### src/rtl/fifo_pkg.sv
// Shared FIFO sizing constants for the controller and the memory wrapper.
// MEM_SIZE must be a power of two; PTR_L is log2(MEM_SIZE).
package fifo_pkg;
  localparam int DEF_MEM_SIZE = 8;
  localparam int DEF_PTR_L    = 3;
endpackage

### src/rtl/fifo_ctrl_ptr_cnt.sv
// ptr_cnt: modulo-2**PTR_L pointer incrementer (used for write and read side).
// Ports:
//   clk, reset : clock and synchronous active-high reset (pointer -> 0)
//   inc        : advance the pointer on this edge
//   ptr        : current pointer value
module ptr_cnt
  import fifo_pkg::*;
#(
  parameter int PTR_L = DEF_PTR_L
) (
  input  logic             clk,
  input  logic             reset,
  input  logic             inc,
  output logic [PTR_L-1:0] ptr
);

  logic [PTR_L-1:0] ptr_q;
  logic [PTR_L-1:0] ptr_d;

  // Depth is a power of two, so natural binary overflow gives the wrap.
  always_comb begin
    ptr_d = ptr_q;
    if (inc) ptr_d = ptr_q + {{(PTR_L-1){1'b0}}, 1'b1};
  end

  always_ff @(posedge clk) begin
    if (reset) ptr_q <= '0;
    else       ptr_q <= ptr_d;
  end

  assign ptr = ptr_q;

endmodule

### src/rtl/fifo_ctrl.sv
// fifo_ctrl: synchronous FIFO controller driving an external memory.
// Ports:
//   clk, reset             : clock and synchronous active-high reset
//   push_req, pop_req      : write / read requests
//   af_thr, ae_thr         : live almost-full / almost-empty thresholds
//   push, pop              : accepted write / read strobes to the memory
//   wr_ptr, rd_ptr         : memory write / read addresses
//   count                  : occupancy 0..MEM_SIZE
//   full, empty            : occupancy flags
//   almost_full/empty      : threshold flags
//   overflow_err/underflow_err : sticky rejected-request flags
module fifo_ctrl
  import fifo_pkg::*;
#(
  parameter int MEM_SIZE = DEF_MEM_SIZE,
  parameter int PTR_L    = DEF_PTR_L
) (
  input  logic             clk,
  input  logic             reset,
  input  logic             push_req,
  input  logic             pop_req,
  input  logic [PTR_L:0]   af_thr,
  input  logic [PTR_L:0]   ae_thr,
  output logic             push,
  output logic             pop,
  output logic [PTR_L-1:0] wr_ptr,
  output logic [PTR_L-1:0] rd_ptr,
  output logic [PTR_L:0]   count,
  output logic             full,
  output logic             empty,
  output logic             almost_full,
  output logic             almost_empty,
  output logic             overflow_err,
  output logic             underflow_err
);

  localparam logic [PTR_L:0] FULL_CNT = (PTR_L+1)'(MEM_SIZE);
  localparam logic [PTR_L:0] ONE_CNT  = (PTR_L+1)'(1);

  logic [PTR_L:0] count_q, count_d;
  logic           ovf_q, ovf_d;
  logic           unf_q, unf_d;

  assign full  = (count_q == FULL_CNT);
  assign empty = (count_q == '0);

  // No fall-through: a pop at empty is refused even alongside a push.
  // A push at full is allowed only when a pop frees the slot in the same cycle;
  // the memory reads the old word before the edge overwrites it.
  assign pop  = !reset && pop_req && !empty;
  assign push = !reset && push_req && (!full || pop);

  always_comb begin
    count_d = count_q;
    unique case ({push, pop})
      2'b10:   count_d = count_q + ONE_CNT;
      2'b01:   count_d = count_q - ONE_CNT;
      default: count_d = count_q;
    endcase
    ovf_d = ovf_q | (push_req & ~push);
    unf_d = unf_q | (pop_req & ~pop);
  end

  always_ff @(posedge clk) begin
    if (reset) begin
      count_q <= '0;
      ovf_q   <= 1'b0;
      unf_q   <= 1'b0;
    end else begin
      count_q <= count_d;
      ovf_q   <= ovf_d;
      unf_q   <= unf_d;
    end
  end

  ptr_cnt #(.PTR_L(PTR_L)) u_wr_ptr (
    .clk   (clk),
    .reset (reset),
    .inc   (push),
    .ptr   (wr_ptr)
  );

  ptr_cnt #(.PTR_L(PTR_L)) u_rd_ptr (
    .clk   (clk),
    .reset (reset),
    .inc   (pop),
    .ptr   (rd_ptr)
  );

  assign count         = count_q;
  assign almost_full   = (count_q >= af_thr);
  assign almost_empty  = (count_q <= ae_thr);
  assign overflow_err  = ovf_q;
  assign underflow_err = unf_q;

endmodule
### config.mk
export PLATFORM = sky130hd
export DESIGN_NAME = fifo_ctrl
export DESIGN_NICKNAME = d
export VERILOG_FILES = /design/src/rtl/fifo_pkg.sv /design/src/rtl/fifo_ctrl_ptr_cnt.sv /design/src/rtl/fifo_ctrl.sv
export SDC_FILE = /design/constraint.sdc
export NUM_CORES = 1
export LEC_CHECK = 0
export ABC_AREA = 1
export BUFFER_PORTS_ARGS = -buffer_cell sky130_fd_sc_hd__buf_4
export CAP_MARGIN = 20
export CORE_MARGIN = 4
export CORE_UTILIZATION = 43
export DETAILED_ROUTE_END_ITERATION = 8
export PLACE_DENSITY = 0.84
export REMOVE_ABC_BUFFERS = 1
export SETUP_SLACK_MARGIN = 0.15
export SLEW_MARGIN = 40
export SYNTH_ARGS = -nofsm -noshare
export SYNTH_HDL_FRONTEND = slang
export SYNTH_SLANG_ARGS = --single-unit
export TNS_END_PERCENT = 50
### constraint.sdc
create_clock -name clk -period 1.67 [get_ports clk]
set_input_delay 0.167 -clock clk [delete_from_list [all_inputs] [get_ports clk]]
set_output_delay 0.167 -clock clk [all_outputs]
set_load 0.005 [all_outputs]
==> results of run 1 <==
## stage by stage
stage | hold slack, ps | instances | cell area, µm² | TNS (ps) | setup slack (ps)
floorplan | 236.1 | 114 | 837.1 | 0 | 66.80
global placement | 413.3 | 173 | 1124 | 0 | 117.2
detailed placement | 416.1 | 173 | 1124 | 0 | 20.45
CTS | 132.5 | 180 | 1267 | 0 | 72.43
global route | 130.5 | 182 | 1380 | -67.82 | -35.16
finish | 138.7 | 182 | 1380 | 0 | 54.31
## worst reg2reg max path: cells and delay by family (launching register included)
| kind | cells | cell delay, ps |
|---|---|---|
| AOI/OAI and AO/OA | 1 | 200 |
| adders and majority gates | 1 | 230 |
| buffers and inverters | 1 | 60 |
| DFF | 1 | 340 |
| and+or+nand+nor | 9 | 680 |
## cells in the mapped netlist
master,count
a21o_1,1
a21oi_1,10
and3_1,1
dfxtp_1,12
fa_1,1
ha_1,12
inv_1,23
inv_2,2
nand2_1,15
nand2_2,2
nand2_4,1
nand3_1,5
nand3_2,2
nand4_1,2
nor2_1,10
nor2_2,2
nor2_4,1
o211ai_1,1
o21ai_0,7
o21ai_1,2
xor2_1,2
## final timing paths
path | start | endpoint | slack [ps] | cells past startpoint
setup / recovery | count[3]$_SDFFE_PP0P_ | almost_empty | 50 | 6
hold / removal | reset | count[2]$_SDFFE_PP0P_ | 140 | 2
setup reg to reg | count[3]$_SDFFE_PP0P_ | count[3]$_SDFFE_PP0P_ | 70 | 12
hold reg to reg | u_wr_ptr.ptr[1]$_SDFFE_PP0P_ | u_wr_ptr.ptr[1]$_SDFFE_PP0P_ | 490 | 2
## kinds of logic (layout without fill, tap and decap cells)
kind of cell               after synthesis  count (layout)  synth area share [%]
and+or+nand+nor                         41              41                 24.51
buffers and inverters                   25              68                 11.21
AOI/OAI and AO/OA                       21              21                 13.15
adders and majority gates               13              13                 20.33
DFF                                     12              12                 28.70
xor gates and xnor gates                 2               2                 2.093
## layout by cell type, fill, tap and decap left out, types with 3 or more instances in the layout
cell type | synthesis | final
a21oi_1 | 10 | 8
buf_4 | 0 | 35
buf_6 | 0 | 4
clkbuf_4 | 0 | 3
dfxtp_1 | 12 | 8
dfxtp_2 | 0 | 3
ha_1 | 12 | 4
ha_4 | 0 | 7
inv_1 | 23 | 20
nand2_1 | 15 | 10
nand2_2 | 2 | 7
nand3_1 | 5 | 4
nor2_1 | 10 | 8
nor2_4 | 1 | 3
o21ai_0 | 7 | 5
o21ai_1 | 2 | 4
## state kept, by name, summed over array words and instances, names as in the netlist
register       flops
underflow_err      1
overflow_err       1
u_wr_ptr.ptr       3
count              4
u_rd_ptr.ptr       3
## per-layer routing
metal  vias to the layer above  part of all wire, %
met2                        26                   56
li1                        453                    -
met1                       447                   39
met5                         -                    0
met3                         2                  4.7
met4                         0                 0.27
## report_power, final
group	switching [mW]	internal (mW)
logic	0.230	0.234
registers	0.0250	0.315
clock network	0.0938	0.133
total	0.348	0.681
## area by class of cell
cell class	count	area, µm²
clock buffer	4	36.28
fill	116	402.9
inverter	25	106.4
multi-input combinational	77	650.6
sequential	12	247.7
tap	25	31.28
timing repair buffer	39	307.8
## timing repair
action | 4_1_cts | 5_1_grt
setup endpoints to repair | 4 | 8
pin swaps | 4 | 14
hold endpoints to repair | 0 | 0
buffers inserted | 3 | 2
gates resized for setup | 19 | 24
gates cloned | 0 | 0
==> results.sh, run 1 <==
export IMPL_outcome="finished clean"
export IMPL_netlist_top_cell_by_area="dfxtp_1"
export IMPL_post_route_drc_count=0
export IMPL_crit_top_cell="o21ai_1"
export IMPL_total_power_mw=1.030
export IMPL_worstSetupStartpointType="flop"
export IMPL_overflow=0
export IMPL_drt_antenna_violating_nets=0
export IMPL_grt_total_usage_pct=18.21
export IMPL_drv_cap=0
export IMPL_ys_seq_elements=12
export IMPL_cts_buffer_depth=2
export IMPL_clock_skew_ps=1.726
export IMPL_die_h_um=52.12
export IMPL_required_ps=1500
export IMPL_dieArea_um2=2716
export IMPL_num_io_pins=30
export IMPL_power_leakage_nw=0.7057
export IMPL_path_clk_slew_ps=70
export IMPL_via_per_inst=5.099
export IMPL_syn_inst=114
export IMPL_path_buf_inv=2
export IMPL_nNetsFinal=183
export IMPL_first_global_vias=870
export IMPL_drtIter0Drc=14
export IMPL_powerDensity_nw_per_um2=746.1
export IMPL_avgSynthCellArea_um2=7.343
export IMPL_die_x_um=52.12
export IMPL_num_rows=15
export IMPL_cts_sink_count=12
export IMPL_grt_max_degree=9
export IMPL_vias=928
export IMPL_yosysSeqAreaShare_pct=28.70
export IMPL_cpPeakStageDelay_ps=360
export IMPL_hpwl_um=1686
export IMPL_crit_path_max_fanout=7
export IMPL_wire_per_inst_um=14.49
export IMPL_gp_congestion=0.7533
export IMPL_finalMaxSlewViolations=0
export IMPL_cp_slowest_cell="dfxtp_2"
export IMPL_io_buffers=29
export IMPL_cts_tree="built"
export IMPL_clock_fmax_ghz=0.6189
export IMPL_antenna_found_initial=0
export IMPL_max_slew_margin_pct=83.31
export IMPL_post_route_util_pct=77.40
export IMPL_critPathKind="flop to primary output"
export IMPL_h_tree_depth=1
export IMPL_min_period_ps=1616
export IMPL_drive_above_1_share_pct=50.32
export IMPL_hold_viol_final=0
export IMPL_first_pass_iters=4
export IMPL_worst_slew_pin_slew_ps=250.1
export IMPL_setup_viol=0
export IMPL_met2_usage_pct=35.36
export IMPL_synth_top_area_share_pct=28.70
export IMPL_routed_wl_um=2637
export IMPL_path_cells="buf_6 -> ha_4 -> a21oi_1 -> o21ai_1 -> o21ai_1 -> buf_4"
export IMPL_diodes=0
export IMPL_met3_usage_pct=5.158
export IMPL_end_kind="primary output"
export IMPL_synthTopCellsByArea="dfxtp_1 29%, ha_1 18%, inv_1 10%"
export IMPL_netlist_area_um2=837.1
export IMPL_use_met1_pct=20.49
export IMPL_fin_crit_sh_pct=96.75
export IMPL_initial_core_util_pct=46.95
export IMPL_grt_pass1_wl_um=3753
export IMPL_cts_root_buf="clkbuf_4"
export IMPL_cts_buffers=3
export IMPL_critical_path_arrival_ps=1450
export IMPL_ys_warn_count=0
export IMPL_postCtsHoldBufs=0
export IMPL_areaGrowthSynthToFinish_pct=64.87
export IMPL_coreArea_um2=1783
export IMPL_hold_path_class="primary input to flop"
export IMPL_grt_busiest_layer="met2"
export IMPL_worstSkewPairLatency_ps=270
export IMPL_netlist_cell_type_count=21
export IMPL_irDropWorstVdd_uv=646.7
export IMPL_rsz0062_at_grt="true"
export IMPL_critPathTopFamily="flip-flops"
Note: power is estimated with default switching activity, not from simulation.
==> run 2: changes to the inputs <==
--- a/config.mk
+++ b/config.mk
@@ -6,6 +6,7 @@
 export NUM_CORES = 1
 export LEC_CHECK = 0
 export ABC_AREA = 1
+export ABC_CLOCK_PERIOD_IN_PS = 1670
 export BUFFER_PORTS_ARGS = -buffer_cell sky130_fd_sc_hd__buf_4
 export CAP_MARGIN = 20
 export CORE_MARGIN = 4
==> constraint.sdc (replaced) <==
create_clock -name clk -period 1.67 [get_ports clk]
set_input_delay 0.0835 -clock clk [delete_from_list [all_inputs] [get_ports clk]]
set_output_delay 0.0835 -clock clk [all_outputs]
set_load 0.005 [all_outputs]
==> run 2 against run 1 <==
  * Clock power barely moved
  * Non-clock buffer count is 2 higher
  * Sequential power barely moved
  * Hold slack got worse by 88 ps
  * First-iteration DRC count is 14% lower
  * Critical path depth increased by 5
  * Design area shrank 1.3%
  * Clock skew fell by 1.1 ps
  * Wire length fell by 0.34%
  * Worst setup slack better by 39 ps
  * Cell count rose by 1.1%
  * Register-to-register slack gained 20 ps
  * Highest routed layer unchanged
==> results.sh, run 2 (synthesized netlist as in run 1, its figures left out) <==
export IMPL_final_area_um2=1363
export IMPL_grt_total_usage_pct=19.29
export IMPL_h_tree_depth=1
export IMPL_grt_pass1_wl_um=3933
export IMPL_irDropWorstVdd_uv=625.0
export IMPL_nNetsFinal=185
export IMPL_cts_buffers=3
export IMPL_routed_wl_um=2628
export IMPL_min_period_ps=1577
export IMPL_antenna_found_initial=0
export IMPL_die_h_um=52.12
export IMPL_io_buffers=29
export IMPL_vias=943
export IMPL_fin_ws_ps=92.84
export IMPL_drt_antenna_violating_nets=0
export IMPL_power_leakage_nw=0.7098
export IMPL_fin_crit_sh_pct=94.44
export IMPL_hpwl_um=1686
export IMPL_first_pass_iters=4
export IMPL_layout_common_cells="38 x buf_4, 20 x inv_1, 11 x nand2_1"
export IMPL_met3_usage_pct=5.158
export IMPL_num_io_pins=30
export IMPL_overflow=0
export IMPL_dieArea_um2=2716
export IMPL_diodes=0
export IMPL_post_route_drc_count=0
export IMPL_gp_congestion=0.7533
export IMPL_outcome="finished clean"
export IMPL_initial_core_util_pct=46.95
export IMPL_grt_max_degree=9
export IMPL_layout_commonest_cell="buf_4"
export IMPL_largest_reg_flops=4
export IMPL_rsz0062_at_grt="true"
export IMPL_crit_top_cell="buf_4"
export IMPL_powerDensity_nw_per_um2=758.1
export IMPL_coreArea_um2=1783
export IMPL_crit_path_max_fanout=6
export IMPL_cts_root_buf="clkbuf_4"
export IMPL_critical_path_arrival_ps=1740
export IMPL_required_ps=1830
export IMPL_worstHoldPathCells=2
export IMPL_path_clk_slew_ps=70
export IMPL_die_x_um=52.12
export IMPL_drive_above_1_share_pct=49.06
export IMPL_num_rows=15
export IMPL_areaGrowthSynthToFinish_pct=62.78
export IMPL_clock_skew_ps=0.6763
export IMPL_end_kind="flop"
export IMPL_place_area_um2=1124
export IMPL_hold_viol_final=0
export IMPL_place_inst=173
export IMPL_cts_tree="built"
export IMPL_drv_cap=0
export IMPL_via_per_inst=5.125
export IMPL_hold_ws_ps=50.16
export IMPL_critPathKind="flop to flop"
export IMPL_cts_buffer_depth=2
export IMPL_cp_slowest_cell="dfxtp_4"
export IMPL_cpPeakStageDelay_ps=360
export IMPL_worstSkewPairLatency_ps=270
export IMPL_instances_no_fill=184
export IMPL_cts_sink_count=12
export IMPL_hold_path_class="primary input to flop"
export IMPL_cp_depth=11
export IMPL_path_buf_inv=3
export IMPL_clock_fmax_ghz=0.6341
export IMPL_finalMaxSlewViolations=0
export IMPL_worst_slew_pin_slew_ps=254.2
export IMPL_worstSetupStartpointType="flop"
export IMPL_use_met1_pct=21.02
export IMPL_setup_viol=0
export IMPL_first_global_vias=925
export IMPL_drtIter0Drc=12
export IMPL_post_route_util_pct=76.42
export IMPL_path_cells="nor2_4 -> nand2_2 -> buf_4 -> buf_4 -> buf_4 -> nand2_4 -> nand3_2 -> nand2_2 -> nand2_1 -> o21ai_1 -> nor2_1"
export IMPL_reg2reg_depth=11
export IMPL_max_slew_margin_pct=83.03
export IMPL_wire_per_inst_um=14.28
export IMPL_critPathTopFamily="simple AND/OR/NAND/NOR gates"
export IMPL_pre_cts_ws_ps=20.45
export IMPL_grt_busiest_layer="met2"
export IMPL_met2_usage_pct=37.87
[run 2: cell types whose count changed in the layout (fill, tap and decap cells not counted), sizes merged]
cell,delta
buf,+2
[run 2: final cells by class]
type	instances	area, µm²
inverter	25	98.84
tap	25	31.28
clock buffer	4	36.28
fill	120	420.4
timing repair buffer	41	322.8
sequential	12	247.7
multi-input combinational	77	625.6
[run 2: what timing repair did]
action,in CTS,in global routing
hold endpoints to repair,0,0
resized for setup,20,14
pin swaps,11,8
setup endpoints to repair,4,5
hold buffers,0,0
buffers inserted,5,2
[run 2: worst paths after layout]
kind                         endpoint                     start  slack (ps)
max             count[2]$_SDFFE_PP0P_     count[1]$_SDFFE_PP0P_          90
min          underflow_err$_SDFF_PP0_                     reset          50
max reg2reg     count[2]$_SDFFE_PP0P_     count[1]$_SDFFE_PP0P_          90
min reg2reg  underflow_err$_SDFF_PP0_  underflow_err$_SDFF_PP0_         480
[run 2: where the power goes]
group | internal, mW | leakage [nW] | switching, mW
Combinational | 0.239 | 0.588 | 0.224
Clock | 0.132 | 0.0210 | 0.0963
Sequential | 0.315 | 0.100 | 0.0266
Total | 0.687 | 0.710 | 0.347
[run 2: routing by layer]
metal	part of all wire, %	up-vias	wire, µm
met4	2.7	0	72
li1	-	460	-
met5	0	-	0
met2	53	38	1397
met1	38	437	991
met3	6.3	8	166
[run 2: through the flow]
stage | power, mW | TNS [ps]
floorplan | 0.5108 | 0
global placement | 0.6565 | 0
detailed placement | 0.6751 | 0
CTS | 0.9741 | 0
global route | 1.098 | -26.96
finish | 1.033 | 0
==> run 3: changes to the inputs <==
--- a/config.mk
+++ b/config.mk
@@ -5,14 +5,14 @@
 export SDC_FILE = /design/constraint.sdc
 export NUM_CORES = 1
 export LEC_CHECK = 0
-export ABC_AREA = 1
 export ABC_CLOCK_PERIOD_IN_PS = 1670
 export BUFFER_PORTS_ARGS = -buffer_cell sky130_fd_sc_hd__buf_4
 export CAP_MARGIN = 20
 export CORE_MARGIN = 4
-export CORE_UTILIZATION = 43
+export CORE_UTILIZATION = 44
 export DETAILED_ROUTE_END_ITERATION = 8
-export PLACE_DENSITY = 0.84
+export MAX_ROUTING_LAYER = met4
+export PLACE_DENSITY = 0.85
 export REMOVE_ABC_BUFFERS = 1
 export SETUP_SLACK_MARGIN = 0.15
 export SLEW_MARGIN = 40
==> run 3 against run 2 <==
  * The flow now finishes with violations (setup timing)
  * Core utilization fell by 1.5 points
  * Wire length shrank 9.6%
  * Sequential power increased by 23%
  * Synthesized area is 6.3% higher
  * Die area increased by 3.3%
  * Non-clock buffer count grew 7
  * Via count down 7.2%
  * Hold slack better by 140 ps
  * Worst setup slack got worse by 480 ps
  * Critical path depth is 2 lower
  * Flip-flop and latch count unchanged
  * Cell count shrank 5.4%
==> results.sh, run 3 <==
export IMPL_outcome="finished, violations left"
export IMPL_violations="setup timing"
export IMPL_synthTopCellsByArea="dfxtp_1 27%, ha_1 17%, nor2_1 6.3%"
export IMPL_worstReg2RegStart="count[2]$_SDFFE_PP0P_"
export IMPL_synth_edff_count=0
export IMPL_worstSkewPairLatency_ps=270
export IMPL_synth_ff_type="dfxtp_1"
export IMPL_postCtsHoldBufs=0
export IMPL_crit_top_cell="or3_4"
export IMPL_grt_total_usage_pct=19.94
export IMPL_first_pass_iters=4
export IMPL_h_tree_depth=1
export IMPL_cpPeakStageDelay_ps=400
export IMPL_diodes=0
export IMPL_worst_slew_pin_slew_ps=308.0
export IMPL_vias=875
export IMPL_num_rows=16
export IMPL_ff2ff_setup_slack_ps=-380
export IMPL_critical_path_arrival_ps=2240
export IMPL_path_cells="or3_4 -> o21ai_4 -> or3_4 -> inv_2 -> ha_4 -> nand3_4 -> nor4bb_2 -> o21bai_1 -> a31oi_1"
export IMPL_pre_cts_ws_ps=-442.0
export IMPL_cts_sink_count=12
export IMPL_drive_above_1_share_pct=51.02
export IMPL_crit_path_end="count[3]$_SDFFE_PP0P_"
export IMPL_ys_warn_count=0
export IMPL_gp_congestion=0.9028
export IMPL_powerDensity_nw_per_um2=1399
export IMPL_routed_wl_um=2377
export IMPL_drtIter0Drc=6
export IMPL_rsz0062_at_grt="true"
export IMPL_initial_core_util_pct=45.81
export IMPL_die_h_um=52.97
export IMPL_cts_tree="built"
export IMPL_yosysMostFrequentCell="nor2_1"
export IMPL_place_inst=166
export IMPL_syn_inst=100
export IMPL_critPathKind="flop to flop"
export IMPL_drv_cap=0
export IMPL_via_per_inst=5.029
export IMPL_required_ps=1860
export IMPL_coreArea_um2=1942
export IMPL_setup_worst_path_start="count[2]$_SDFFE_PP0P_"
export IMPL_grt_max_degree=15
export IMPL_post_route_drc_count=0
export IMPL_cp_slowest_cell="or3_4"
export IMPL_async_reset_ff_share_pct=0
export IMPL_cts_root_buf="clkbuf_4"
export IMPL_largest_reg_flops=4
export IMPL_io_buffers=29
export IMPL_num_io_pins=30
export IMPL_crit_path_max_fanout=3
export IMPL_r2r_end="count[3]$_SDFFE_PP0P_"
export IMPL_layout_common_cells="40 x buf_4, 15 x nor2_1, 9 x dfxtp_1"
export IMPL_fin_ws_ps=-383.7
export IMPL_critPathTopFamily="simple AND/OR/NAND/NOR gates"
export IMPL_max_slew_margin_pct=79.40
export IMPL_dieArea_um2=2805
export IMPL_overflow=0
export IMPL_hold_viol_final=0
export IMPL_clock_fmax_ghz=0.4869
export IMPL_layout_commonest_cell="buf_4"
export IMPL_netlist_top_cell_by_area="dfxtp_1"
export IMPL_netlist_area_um2=889.6
export IMPL_netlist_cell_type_count=35
export IMPL_ys_seq_elements=12
export IMPL_end_kind="flop"
export IMPL_worstSetupStartpointType="flop"
export IMPL_avgSynthCellArea_um2=8.896
export IMPL_cts_buffer_depth=2
export IMPL_synth_top_area_share_pct=27.00
export IMPL_power_leakage_nw=0.7094
export IMPL_hold_ws_ps=188.0
export IMPL_hpwl_um=1659
export IMPL_antenna_found_initial=0
export IMPL_yosysSeqAreaShare_pct=27.00
export IMPL_path_buf_inv=1
export IMPL_cts_buffers=3
export IMPL_grt_pass1_wl_um=3995
export IMPL_irDropWorstVdd_uv=1066
export IMPL_cp_depth=9
export IMPL_die_x_um=52.97
export IMPL_min_period_ps=2054
export IMPL_n_fill_cell=130
export IMPL_setup_tns_ps=-1324
export IMPL_synth_commonest_cells="15 x nor2_1, 12 x dfxtp_1, 12 x ha_1"
export IMPL_drt_antenna_violating_nets=0
export IMPL_clock_skew_ps=2.883
export IMPL_fin_crit_sh_pct=123.0
export IMPL_areaGrowthSynthToFinish_pct=63.57
export IMPL_path_clk_slew_ps=80
export IMPL_wire_per_inst_um=13.66
export IMPL_setup_viol=7
export IMPL_first_global_vias=911
export IMPL_instances_no_fill=174
export IMPL_nNetsFinal=173
export IMPL_reg2reg_depth=9
export IMPL_finalMaxSlewViolations=0
export IMPL_hold_path_class="primary input to flop"
export IMPL_regArea_um2=244.0
export IMPL_multi_input_area_um2=710.7
run 3: worst register-to-register path: cells and delay by family, from the launching register on:
family / cells / cell delay, ps
AND/OR/NAND/NOR: 4 / 900
adder cells (fa/ha/maj): 1 / 240
flip-flops: 1 / 330
buffers and inverters: 1 / 50
AO/OA/AOI/OAI: 3 / 450
run 3: how the worst min path moves through the flow:
stage / start / endpoint / depth (start not counted)
2_1_floorplan: reset / count[3]$_SDFFE_PP0P_ / 1
3_3_place_gp: overflow_err$_SDFF_PP0_ / overflow_err$_SDFF_PP0_ / 2
3_5_place_dp: reset / count[0]$_SDFFE_PP0P_ / 3
4_1_cts: reset / count[1]$_SDFFE_PP0P_ / 3
5_1_grt: reset / count[2]$_SDFFE_PP0P_ / 3
6_report: reset / count[1]$_SDFFE_PP0P_ / 3
run 3: stage by stage:
stage / instance area, µm² / util, % / power, mW
after global placement: 1226 / 63.14 / 1.456
final: 1455 / 74.94 / 2.036
after CTS: 1385 / 71.33 / 1.930
after detailed placement: 1226 / 63.14 / 1.505
after global routing: 1455 / 74.94 / 2.211
after floorplan: 862.1 / - / 0.9880
run 3: power breakdown:
| part | internal [mW] | switching [mW] |
|---|---|---|
| Clock | 0.132 | 0.0947 |
| Combinational | 0.761 | 0.629 |
| Sequential | 0.364 | 0.0561 |
| Total | 1.26 | 0.779 |
run 3: routing by layer:
metal	up-vias	global-route usage, %	share of wire (%)
met2	19	32.44	52
li1	437	-	-
met5	-	-	0
met1	413	24.91	43
met3	6	1.690	2.3
met4	0	9.362	2.4
run 3: kinds of logic (layout without fill, tap and decap cells):
family                   after synthesis  count (layout)  share of synthesized area, %
AO/OA/AOI/OAI                         20              20                         18.70
multiplexers                           3               3                         3.376
adder cells (fa/ha/maj)               13              13                         19.13
XOR/XNOR                               7               7                         6.892
buffers and inverters                 15              62                         7.313
AND/OR/NAND/NOR                       30              30                         17.58
flip-flops                            12              12                         27.00
run 3: final cells by class:
type / count / area share, %
clock buffer: 4 / 2.494
inverter: 10 / 2.751
multi-input combinational: 73 / 48.84
sequential: 12 / 16.77
tap: 27 / 2.322
timing repair buffer: 48 / 26.83
run 3: what timing repair did:
action                     CTS  global route
gates cloned                 0             0
pin swaps                   13             9
buffers inserted             3             1
gates resized for setup     23            10
setup endpoints to repair    6            11
